===== config.mk =====
export PLATFORM = sky130hd
export DESIGN_NAME = bf2_pipe
export DESIGN_NICKNAME = d
export VERILOG_FILES = /design/src/rtl/bf2_pipe.sv
export SDC_FILE = /design/constraint.sdc
export NUM_CORES = 1
export LEC_CHECK = 0
export BUFFER_PORTS_ARGS = -buffer_cell sky130_fd_sc_hd__clkbuf_2
export CAP_MARGIN = 20
export CORE_MARGIN = 2
export CORE_UTILIZATION = 58
export DETAILED_ROUTE_END_ITERATION = 8
export GPL_TIMING_DRIVEN = 0
export PLACE_DENSITY_LB_ADDON = 0.05
export SYNTH_ARGS = -nofsm -noshare
export SYNTH_HDL_FRONTEND = slang
export SYNTH_SLANG_ARGS = --single-unit

===== constraint.sdc =====
create_clock -name clk -period 2.45 [get_ports clk]
set_input_delay 0 -clock clk [delete_from_list [all_inputs] [get_ports clk]]
set_output_delay 0 -clock clk [all_outputs]
set_load 0.1 [all_outputs]

===== src/rtl/bf2_pipe.sv =====
// Radix-2 complex butterfly (A+B, A-B) in a two-stage valid/ready pipeline.
// Each beat is either halved with round-half-up or clamped to WD bits.
module bf2_pipe #(
    parameter int WD    = 12,
    parameter int CNT_W = 8
) (
    input  logic                 clk,
    input  logic                 rst_n,
    input  logic                 in_valid,
    output logic                 in_ready,
    input  logic signed [WD-1:0] din_a_re,
    input  logic signed [WD-1:0] din_a_im,
    input  logic signed [WD-1:0] din_b_re,
    input  logic signed [WD-1:0] din_b_im,
    input  logic                 scale_en,
    output logic                 out_valid,
    input  logic                 out_ready,
    output logic signed [WD-1:0] dout_a_re,
    output logic signed [WD-1:0] dout_a_im,
    output logic signed [WD-1:0] dout_b_re,
    output logic signed [WD-1:0] dout_b_im,
    output logic                 sat_flag,
    input  logic                 sat_clr,
    output logic [CNT_W-1:0]     sat_cnt
);

    localparam logic signed [WD:0] MAX_V = {2'b00, {(WD-1){1'b1}}};
    localparam logic signed [WD:0] MIN_V = {2'b11, {(WD-1){1'b0}}};
    localparam logic [CNT_W-1:0]   CNT_MAX = {CNT_W{1'b1}};

    // Clamp to WD bits; the MSB of the result is the saturation bit.
    function automatic logic [WD:0] sat_fn(input logic signed [WD:0] x);
        logic [WD:0] res;
        if (x > MAX_V) begin
            res = {1'b1, MAX_V[WD-1:0]};
        end else if (x < MIN_V) begin
            res = {1'b1, MIN_V[WD-1:0]};
        end else begin
            res = {1'b0, x[WD-1:0]};
        end
        return res;
    endfunction

    // (x+1)>>>1 in WD+2 bits; the result always fits in WD bits.
    function automatic logic signed [WD-1:0] scale_fn(input logic signed [WD:0] x);
        return WD'(($signed({x[WD], x}) + $signed({{(WD+1){1'b0}}, 1'b1})) >>> 1);
    endfunction

    logic                 r_v1;
    logic                 r_scale1;
    logic signed [WD:0]   r_x1 [4];
    logic                 r_v2;
    logic                 r_sat2;
    logic signed [WD-1:0] r_y2 [4];
    logic [CNT_W-1:0]     r_sat_cnt;

    logic                 w_s2_load;
    logic                 w_s1_load;
    logic                 w_out_hs;
    logic signed [WD:0]   w_x [4];
    logic signed [WD-1:0] w_y [4];
    logic [3:0]           w_sat;

    assign w_s2_load = !r_v2 || out_ready;
    assign w_s1_load = !r_v1 || w_s2_load;
    assign w_out_hs  = r_v2 && out_ready;

    assign in_ready  = w_s1_load;
    assign out_valid = r_v2;
    assign sat_flag  = r_sat2;
    assign sat_cnt   = r_sat_cnt;
    assign dout_a_re = r_y2[0];
    assign dout_a_im = r_y2[1];
    assign dout_b_re = r_y2[2];
    assign dout_b_im = r_y2[3];

    // Full-precision sums and differences of the incoming operands.
    always_comb begin
        w_x[0] = $signed({din_a_re[WD-1], din_a_re}) + $signed({din_b_re[WD-1], din_b_re});
        w_x[1] = $signed({din_a_im[WD-1], din_a_im}) + $signed({din_b_im[WD-1], din_b_im});
        w_x[2] = $signed({din_a_re[WD-1], din_a_re}) - $signed({din_b_re[WD-1], din_b_re});
        w_x[3] = $signed({din_a_im[WD-1], din_a_im}) - $signed({din_b_im[WD-1], din_b_im});
    end

    // Per-component scale-or-saturate of the S1 contents, using the beat's own mode.
    always_comb begin
        w_sat = 4'b0000;
        for (int i = 0; i < 4; i++) begin
            w_y[i] = '0;
            if (r_scale1) begin
                w_y[i]   = scale_fn(r_x1[i]);
                w_sat[i] = 1'b0;
            end else begin
                {w_sat[i], w_y[i]} = sat_fn(r_x1[i]);
            end
        end
    end

    // Stage 1: capture a new beat whenever the stage is empty or draining.
    always_ff @(posedge clk or negedge rst_n) begin
        if (!rst_n) begin
            r_v1     <= 1'b0;
            r_scale1 <= 1'b0;
            for (int i = 0; i < 4; i++) begin
                r_x1[i] <= '0;
            end
        end else if (w_s1_load) begin
            r_v1 <= in_valid;
            if (in_valid) begin
                r_scale1 <= scale_en;
                for (int i = 0; i < 4; i++) begin
                    r_x1[i] <= w_x[i];
                end
            end
        end
    end

    // Stage 2: hold the output beat until the downstream handshake.
    always_ff @(posedge clk or negedge rst_n) begin
        if (!rst_n) begin
            r_v2   <= 1'b0;
            r_sat2 <= 1'b0;
            for (int i = 0; i < 4; i++) begin
                r_y2[i] <= '0;
            end
        end else if (w_s2_load) begin
            r_v2 <= r_v1;
            if (r_v1) begin
                r_sat2 <= |w_sat;
                for (int i = 0; i < 4; i++) begin
                    r_y2[i] <= w_y[i];
                end
            end
        end
    end

    // Saturated-beat counter: clear wins, otherwise count handshakes and stick at max.
    always_ff @(posedge clk or negedge rst_n) begin
        if (!rst_n) begin
            r_sat_cnt <= '0;
        end else if (sat_clr) begin
            r_sat_cnt <= '0;
        end else if (w_out_hs && r_sat2 && (r_sat_cnt != CNT_MAX)) begin
            r_sat_cnt <= r_sat_cnt + {{(CNT_W-1){1'b0}}, 1'b1};
        end
    end

endmodule

==> flow_summary.json, run 1 <==
{
  "placement.cell_area_um2": 8400,
  "reg2regPathDepth": 6,
  "synth-xor-area-share_pct": 9.02,
  "synth_adder_area_share_pct": 9.82,
  "cts-buffers-inserted": 9,
  "grt_overflow": 0,
  "finalMaxSlewViolations": 0,
  "post-route-drc-count": 0,
  "tcrit_tclk_final_pct": 92.9,
  "die_height_um": 118,
  "synth_flop_cell": "dfrtp_1",
  "peakVddDrop_v": 0.000599,
  "holdPathStages": 4,
  "share_of_post_route_cells_with_drive_strength_above_1_pct": 15.3,
  "crit_path_max_fanout": 3,
  "fin_util_pct": 69.1,
  "htree_num_levels": 3,
  "synth.yosys.warnings": 0,
  "postRouteWirelength_mm": 19.2,
  "final-hold-violation-count": 0,
  "clock-sinks": 110,
  "gpl.final_weighted_congestion": 0.936,
  "maxClockFrequency_ghz": 0.440,
  "asyncSetResetFlopFracSynth_pct": 100,
  "compound_cell_area_share_of_the_yosys_netlist_pct": 20.3,
  "grt_antenna_before_repair": 0,
  "run_status": "finished clean",
  "ios": 113,
  "clock_insertion_delay_worst_skew_ns": 0.35,
  "drt_pre_antenna_iters": 5,
  "ys_seq_elements": 110,
  "pin_count_of_the_biggest_net_entering_global_routing": 111,
  "cellLeakagePower_uw": 0.00402,
  "avgRoutedWirePerCell_um": 15.8,
  "antenna_violating_nets_post_route": 0,
  "layout-area-overhead-vs-synth_pct": 15.7,
  "clkTransAtPathRegs_ns": 0.08,
  "mostFrequentLayoutCells": "127 x nand2_1, 112 x clkbuf_2, 109 x dfrtp_1",
  "synth.distinct_cells": 67,
  "cts.path.max_buffers": 2,
  "max_cap_viol_count": 0,
  "tightestPinTransition_ns": 0.868,
  "net_count_of_the_mapped_netlist": 1015,
  "path_class": "in2reg",
  "synth_edf_count": 0,
  "syn-instance-count": 904,
  "ctsRootBufferMaster": "clkbuf_16",
  "floorplan.initialDensity_pct": 59.8,
  "synth_top_family_by_area": "compound AO/OA/AOI/OAI gates",
  "worst_setup_path_end_kind": "register",
  "rows": 41,
  "yosysSeqAreaShare_pct": 36.4,
  "hold_start": "din_a_re[0]",
  "number_of_port_buffers": 111,
  "setup_viol": 0,
  "worstHoldPathType": "in2reg",
  "cts_tree": "done",
  "worstReg2RegStart": "out_valid",
  "cellPowerDensity_nw_per_um2": 949,
  "via_per_inst": 5.72,
  "worstPathArrival_ns": 2.52,
  "diodes": 0,
  "die_w_um": 118,
  "global_route_wire_length_before_repair_mm": 32.1,
  "grt_usage_pct": 28.1,
  "clock_skew_ns": 0.00743,
  "dp_hpwl_mm": 14.6,
  "number_of_global_route_vias_before_repair": 6462,
  "cp-start-kind": "primary input",
  "timing.critical_path.required_ns": 2.69,
  "fin_nets": 1143,
  "cp-startpoint": "din_b_re[0]",
  "most_common_cell_after_layout_fill_and_taps_aside": "nand2_1",
  "detailedRoute.firstIterationViolations": 581,
  "num_vias": 6918,
  "grt_setup_unrepaired": "false",
  "postLayoutCellArea_um2": 8760,
  "avgSynthCellArea_um2": 8.38,
  "core_region_area_um2": 12700,
  "post_synth_mux_area_share_pct": 0.264,
  "fin_crit_ns": 2.28,
  "die-area_um2": 14000,
  "post-cts-setup-buffer-count": 0,
  "mappedNetlistArea_um2": 7570,
  "max-slew-margin-rel_pct": 42.1,
  "synth_simple_gate_area_share_pct": 19.1
}
==> worst paths after layout <==
kind	endpoint	slack (ns)
min in group asynchronous	dout_a_re[2]	0.30
hold reg to reg	dout_a_re[6]	0.48
max in group asynchronous	out_valid	1.42
hold / removal	r_x1[13]	0.05
setup reg to reg	dout_b_im[7]	0.31
setup / recovery	r_x1[25]	0.17
==> cells in the mapped netlist (all sizes together) (9+ instances only) <==
library cell,count,area (µm²)
nor2,55,206
o22ai,17,106
buf,18,90.1
o21ai,85,425
clkbuf,34,129
xnor2,58,508
ha,53,663
inv,44,165
nand2,127,477
nand4,11,68.8
a21oi,75,375
nand2b,13,81.3
o31ai,11,82.6
nor2b,9,56.3
dfrtp,110,2750
xor2,20,175
nor3,14,75.1
a31oi,9,56.3
nand3,32,160
and3,15,98.8
==> repair_timing <==
action                                  4_1_cts  5_1_grt
endpoints found under the hold margin       118        0
gates resized for setup                       0        2
hold buffers                                  6        0
endpoints found under the setup margin        0        1
==> report_power, final <==
| part | switching, µW | leakage, µW | internal (µW) |
|---|---|---|---|
| clock network | 676 | 0.000139 | 755 |
| registers | 500 | 0.00133 | 2270 |
| logic | 3170 | 0.00256 | 934 |
| total | 4350 | 0.00402 | 3960 |
==> cell families (layout without fill, tap and decap cells) <==
| logic type | after synthesis | after routing |
|---|---|---|
| xor gates and xnor gates | 78 | 78 |
| DFF | 110 | 110 |
| adders and majority gates | 57 | 57 |
| buffers and inverters | 97 | 230 |
| muxes | 2 | 2 |
| AOI/OAI and AO/OA | 255 | 255 |
| and+or+nand+nor | 305 | 305 |
==> state kept, by name (all words and copies together), names as in the netlist <==
name and count:
r_x1 50, dout_b_re 12, dout_a_re 12, dout_b_im 12
r_v1 1, r_scale1 1, sat_cnt 8, dout_a_im 12
sat_flag 1, out_valid 1
==> layout make-up <==
class,instances,area (µm²)
tap,172,215
buffer,52,256
fill,1113,3910
inverter,45,169
clock buffer,11,253
multi-input combinational,697,4440
clock inverter,5,41.3
sequential,110,2760
timing repair buffer,117,624
==> critical path, stage by stage <==
cell and delay, ns:
dlygate4sd3_1 0.54, clkbuf_2 0.12, ha_1 0.21, fa_1 0.41, nand2b_1 0.19, a21oi_1 0.25, nor3_1 0.11, o21ai_1 0.24
a2111oi_0 0.15, a211o_1 0.30
==> layer usage <==
metal | share of wire (%) | vias to the layer above | track usage [%]
li1 | - | 3426 | -
met2 | 44 | 246 | 43.5
met5 | 0 | - | 0
met1 | 48 | 3229 | 42.0
met4 | 1.3 | 0 | 6.78
met3 | 6.4 | 17 | 3.14
==> stage by stage <==
stage / total power [µW] / hold slack, ns / setup WS, ns / instances / setup TNS [ns]
floorplan: 5980 / -0.296 / -0.117 / 904 / -1.49
global placement: 6810 / 0.223 / -0.540 / 1187 / -14.77
detailed placement: 6860 / 0.170 / 0.242 / 1187 / 0
CTS: 8300 / 0.0478 / 0.194 / 1209 / 0
global route: 8710 / 0.0822 / 0.0264 / 1209 / 0
finish: 8310 / 0.0549 / 0.175 / 1209 / 0
(Power assumes the default switching activity.)
==> run 2, diff against run 1 <==
--- a/config.mk
+++ b/config.mk
@@ -11,7 +11,7 @@
 export CORE_UTILIZATION = 58
 export DETAILED_ROUTE_END_ITERATION = 8
 export GPL_TIMING_DRIVEN = 0
-export PLACE_DENSITY_LB_ADDON = 0.05
+export PLACE_DENSITY = 0.86
 export SYNTH_ARGS = -nofsm -noshare
 export SYNTH_HDL_FRONTEND = slang
 export SYNTH_SLANG_ARGS = --single-unit
==> run 2 against run 1 <==
Final area is 0.30% higher. Sequential power about the same. Core utilization grew 0.21 points. Fmax increased by 1.7%. Sequential share of layout area decreased by 0.094 points. Clock skew grew 0.0010 ns. Sequential cell count did not move. Global-route usage up 0.40 points. Clock power grew 13%.
==> flow_summary.json, run 2 (synthesized netlist as in run 1, its figures left out) <==
{
  "dp_hpwl_mm": 14.8,
  "tightestPinTransition_ns": 0.864,
  "crit_path_max_fanout": 3,
  "run_status": "finished clean",
  "finalWorstSetupSlack_ns": 0.214,
  "worst_path_max_delay_cell": "dlygate4sd3_1",
  "cp-start-kind": "primary input",
  "postRouteWirelength_mm": 19.5,
  "max_cap_viol_count": 0,
  "number_of_port_buffers": 111,
  "tcrit_tclk_final_pct": 91.3,
  "cts_tree": "done",
  "avgRoutedWirePerCell_um": 16.1,
  "core_region_area_um2": 12700,
  "clock-sinks": 110,
  "number_of_global_route_vias_before_repair": 6528,
  "fin_crit_ns": 2.24,
  "grt_antenna_before_repair": 0,
  "final-hold-violation-count": 0,
  "cellPowerDensity_nw_per_um2": 969,
  "worst_setup_path_end_kind": "register",
  "cp_slowest_stage_delay_ns": 0.53,
  "htree_num_levels": 3,
  "cts.path.max_buffers": 2,
  "grt_setup_unrepaired": "false",
  "clock_insertion_delay_worst_skew_ns": 0.35,
  "worstPathArrival_ns": 2.48,
  "cellLeakagePower_uw": 0.00404,
  "mostFrequentLayoutCells": "127 x nand2_1, 112 x clkbuf_2, 109 x dfrtp_1",
  "share_of_post_route_cells_with_drive_strength_above_1_pct": 15.3,
  "largest_reg_flops": 50,
  "max-slew-margin-rel_pct": 42.4,
  "layout-area-overhead-vs-synth_pct": 16.0,
  "place_worst_setup_slack_ns": 0.224,
  "grt_overflow": 0,
  "fin_nets": 1142,
  "diodes": 0,
  "die_height_um": 118,
  "gpl.final_weighted_congestion": 0.932,
  "die_w_um": 118,
  "global_route_wire_length_before_repair_mm": 32.4,
  "path_class": "in2reg",
  "num_vias": 6954,
  "timing.critical_path.required_ns": 2.69,
  "finalMaxSlewViolations": 0,
  "peakVddDrop_v": 0.000618,
  "grt_usage_pct": 28.5,
  "clkTransAtPathRegs_ns": 0.08,
  "die-area_um2": 14000,
  "clock_skew_ns": 0.00844,
  "floorplan.initialDensity_pct": 59.8,
  "ctsRootBufferMaster": "clkbuf_16",
  "post-route-drc-count": 0,
  "worstHoldPathType": "in2reg",
  "antenna_violating_nets_post_route": 0,
  "top_register": "r_x1",
  "maxClockFrequency_ghz": 0.447,
  "power.total_uw": 8510,
  "most_common_cell_after_layout_fill_and_taps_aside": "nand2_1",
  "setup_viol": 0,
  "pin_count_of_the_biggest_net_entering_global_routing": 111,
  "cts-buffers-inserted": 9,
  "rows": 41,
  "worstPathCellList": "dlygate4sd3_1 > clkbuf_2 > ha_1 > fa_1 > nand2b_1 > a21oi_1 > nor3_1 > o21ai_1 > a2111oi_0 > a211o_1",
  "detailedRoute.firstIterationViolations": 827,
  "layout.filler_cells": 1059,
  "via_per_inst": 5.76,
  "ios": 113,
  "drt_pre_antenna_iters": 5
}
run 2: path summary, 6_finish.rpt:
path	slack, ns	startpoint	depth (start not counted)	to
max	0.21	din_b_re[0]	10	r_x1[25]
min	0.0001	out_ready	3	out_valid
max reg2reg	0.25	out_valid	6	dout_b_re[4]
min reg2reg	0.48	dout_b_im[2]	1	dout_b_im[2]
max in group asynchronous	1.45	rst_n	2	out_valid
min in group asynchronous	0.31	rst_n	2	dout_b_re[0]
run 2: area by class of cell:
type	instances	area, µm²	share of cell area, %
flip-flops and latches	110	2760	31.4
well taps	172	215	2.45
clock inverters	6	91.3	1.04
clock buffers	10	239	2.72
multi-input cells	697	4440	50.6
inverters	45	169	1.92
plain buffers	52	256	2.92
repair buffers	116	614	6.99
run 2: metal layers:
metal  track usage [%]  vias up  part of all wire, %
li1                  -     3413                    -
met1              41.0     3254                   45
met2              45.7      270                   46
met3              2.41       17                  6.8
met4              8.58        0                  1.5
met5                 0        -                    0
run 2: what timing repair did:
action / CTS / global route
hold buffers: 5 / 0
gates resized for setup: 0 / 2
setup buffers: 0 / 0
endpoints found under the setup margin: 0 / 2
endpoints found under the hold margin: 118 / 0
run 2: through the flow:
step                std cells  util (%)  hold WS, ns  TNS [ns]  cell area, µm²
detailed placement       1187      66.3        0.173         0            8400
global placement         1187      66.2        0.230    -11.51            8390
CTS                      1208      69.3      0.00277         0            8780
finish                   1208      69.3     0.000139         0            8780
global route             1208      69.3       0.0237         0            8780
floorplan                 904         -       -0.296     -1.49            7620
run 2: power by group:
group / switching, µW / internal [µW] / leakage [µW] / total [µW]
Combinational: 3190 / 933 / 0.00255 / 4130
Sequential: 501 / 2270 / 0.00133 / 2770
Clock: 679 / 932 / 0.000163 / 1610
Total: 4370 / 4140 / 0.00404 / 8510
run 2: worst max-delay path: cells and delay by family:
kind | cells | cell delay (ns)
adder cells (fa/ha/maj) | 2 | 0.61
AO/OA/AOI/OAI | 4 | 0.92
buffers and inverters | 2 | 0.65
AND/OR/NAND/NOR | 2 | 0.30
==> run 3, diff against run 2 <==
--- a/config.mk
+++ b/config.mk
@@ -11,7 +11,7 @@
 export CORE_UTILIZATION = 58
 export DETAILED_ROUTE_END_ITERATION = 8
 export GPL_TIMING_DRIVEN = 0
-export PLACE_DENSITY = 0.86
+export PLACE_DENSITY = 0.85
 export SYNTH_ARGS = -nofsm -noshare
 export SYNTH_HDL_FRONTEND = slang
 export SYNTH_SLANG_ARGS = --single-unit
==> run 3 against run 2 <==
Worst hold slack improved by 0.0051 ns. Critical endpoint unchanged. Highest routed layer unchanged. Fmax fell by 3.9%. Setup slack got worse by 0.090 ns. Non-clock buffer count did not move. Final cell count did not move. Total power fell by 1.1%. Largest cell class unchanged. Final area fell by 0.28%. Sequential share of layout area rose by 0.090 points.
==> flow_summary.json, run 3 (synthesized netlist as in run 1, its figures left out) <==
{
  "postRouteWirelength_mm": 19.9,
  "run_status": "finished clean",
  "wl_met3_mm": 1.39,
  "clkTransAtPathRegs_ns": 0.08,
  "most_common_cell_after_layout_fill_and_taps_aside": "nand2_1",
  "global_route_wire_length_before_repair_mm": 32.8,
  "fin_nets": 1142,
  "dr.max_layer_used": "met4",
  "max_cap_viol_count": 0,
  "clock-sinks": 110,
  "final_cell_count_without_fillers": 1208,
  "num_vias": 7117,
  "dp_hpwl_mm": 15.0,
  "cp_slowest_stage_delay_ns": 0.55,
  "max-slew-margin-rel_pct": 41.8,
  "postCtsResizedCells": 0,
  "diodes": 0,
  "floorplan.initialDensity_pct": 59.8,
  "timing.critical_path.required_ns": 2.69,
  "rows": 41,
  "antenna_violating_nets_post_route": 0,
  "top_register": "r_x1",
  "routed-wl-met2_mm": 9.05,
  "share_of_post_route_cells_with_drive_strength_above_1_pct": 15.3,
  "core_region_area_um2": 12700,
  "grt_antenna_before_repair": 0,
  "pin_count_of_the_biggest_net_entering_global_routing": 111,
  "worstPathCellList": "dlygate4sd3_1 > clkbuf_2 > ha_1 > fa_1 > nand2b_1 > a21oi_1 > nor3_1 > o21ai_1 > a2111oi_0 > a211o_1",
  "grt_usage_pct": 28.8,
  "fin_util_pct": 69.1,
  "die-area_um2": 14000,
  "hold_buffer_count_at_cts": 5,
  "drt_pre_antenna_iters": 5,
  "clock_skew_ns": 0.00964,
  "grt_overflow": 0,
  "peakVddDrop_v": 0.000647,
  "final-hold-violation-count": 0,
  "worst_setup_path_end_kind": "register",
  "cts.path.max_buffers": 2,
  "finalMaxSlewViolations": 0,
  "number_of_port_buffers": 111,
  "htree_num_levels": 3,
  "die_w_um": 118,
  "place_worst_setup_slack_ns": 0.236,
  "path_class": "in2reg",
  "avgRoutedWirePerCell_um": 16.4,
  "cp-start-kind": "primary input",
  "worstPathArrival_ns": 2.57,
  "cts_tree": "done",
  "setup_viol": 0,
  "clock_insertion_delay_worst_skew_ns": 0.35,
  "ios": 113,
  "cell_count_post_placement": 1187,
  "cellLeakagePower_uw": 0.00402,
  "mostFrequentLayoutCells": "127 x nand2_1, 111 x clkbuf_2, 109 x dfrtp_1",
  "largest_reg_flops": 50,
  "layout-area-overhead-vs-synth_pct": 15.7,
  "number_of_global_route_vias_before_repair": 6589,
  "tcrit_tclk_final_pct": 95.0,
  "maxClockFrequency_ghz": 0.430,
  "post-cts-setup-buffer-count": 0,
  "finalWorstSetupSlack_ns": 0.124,
  "cts-buffers-inserted": 9,
  "detailedRoute.firstIterationViolations": 764,
  "grt_setup_unrepaired": "false",
  "cellPowerDensity_nw_per_um2": 961,
  "route.layer.met1.wl_mm": 8.82,
  "worstHoldPathType": "in2reg",
  "gpl.final_weighted_congestion": 0.924,
  "ctsRootBufferMaster": "clkbuf_16",
  "post-route-drc-count": 0,
  "worst_path_max_delay_cell": "dlygate4sd3_1",
  "die_height_um": 118,
  "crit_path_max_fanout": 3,
  "via_per_inst": 5.89,
  "tightestPinTransition_ns": 0.874,
  "fin_crit_ns": 2.33
}
==> run 3: routing by layer <==
layer	up-vias	GRT usage, %
met3	49	3.81
met5	-	0
met1	3336	40.7
li1	3415	-
met4	0	11.2
met2	317	45.0
==> run 3: worst max-delay path, delay by kind of cell <==
| kind | cells | cell delay (ns) |
|---|---|---|
| simple gates | 2 | 0.30 |
| compound gates | 4 | 0.99 |
| fa+ha+maj | 2 | 0.61 |
| buf+inv | 2 | 0.67 |
==> run 3: area by class of cell <==
type                       count  area [µm²]
multi-input combinational    697        4440
clock inverter                 7        81.3
inverter                      45         169
tap                          172         215
buffer                        52         255
fill                        1057        3910
timing repair buffer         116         614
clock buffer                   9         225
sequential                   110        2760
==> run 3: metrics by stage <==
stage / hold slack [ns] / instance area [µm²] / power (µW) / setup TNS, ns
detailed placement: 0.170 / 8400 / 6890 / 0
global route: 0.0422 / 8760 / 8810 / 0
global placement: 0.233 / 8390 / 6800 / -15.09
floorplan: -0.296 / 7620 / 5980 / -1.49
CTS: 0.00179 / 8760 / 8390 / 0
finish: 0.00521 / 8760 / 8420 / 0
==> run 3: final timing paths <==
path	start	endpoint	slack, ns	cells past startpoint
hold / removal	out_ready	out_valid	0.005	3
setup reg to reg	r_scale1	dout_a_im[4]	0.17	7
max in group asynchronous	rst_n	out_valid	1.38	2
hold reg to reg	dout_a_re[1]	dout_a_re[1]	0.48	2
min in group asynchronous	rst_n	r_x1[17]	0.34	2
setup / recovery	din_b_re[0]	r_x1[25]	0.12	10
==> run 3: power by group <==
group	leakage, µW	internal (µW)	switching [µW]
logic	0.00255	936	3200
clock network	0.000147	806	692
registers	0.00133	2270	515
total	0.00402	4010	4400
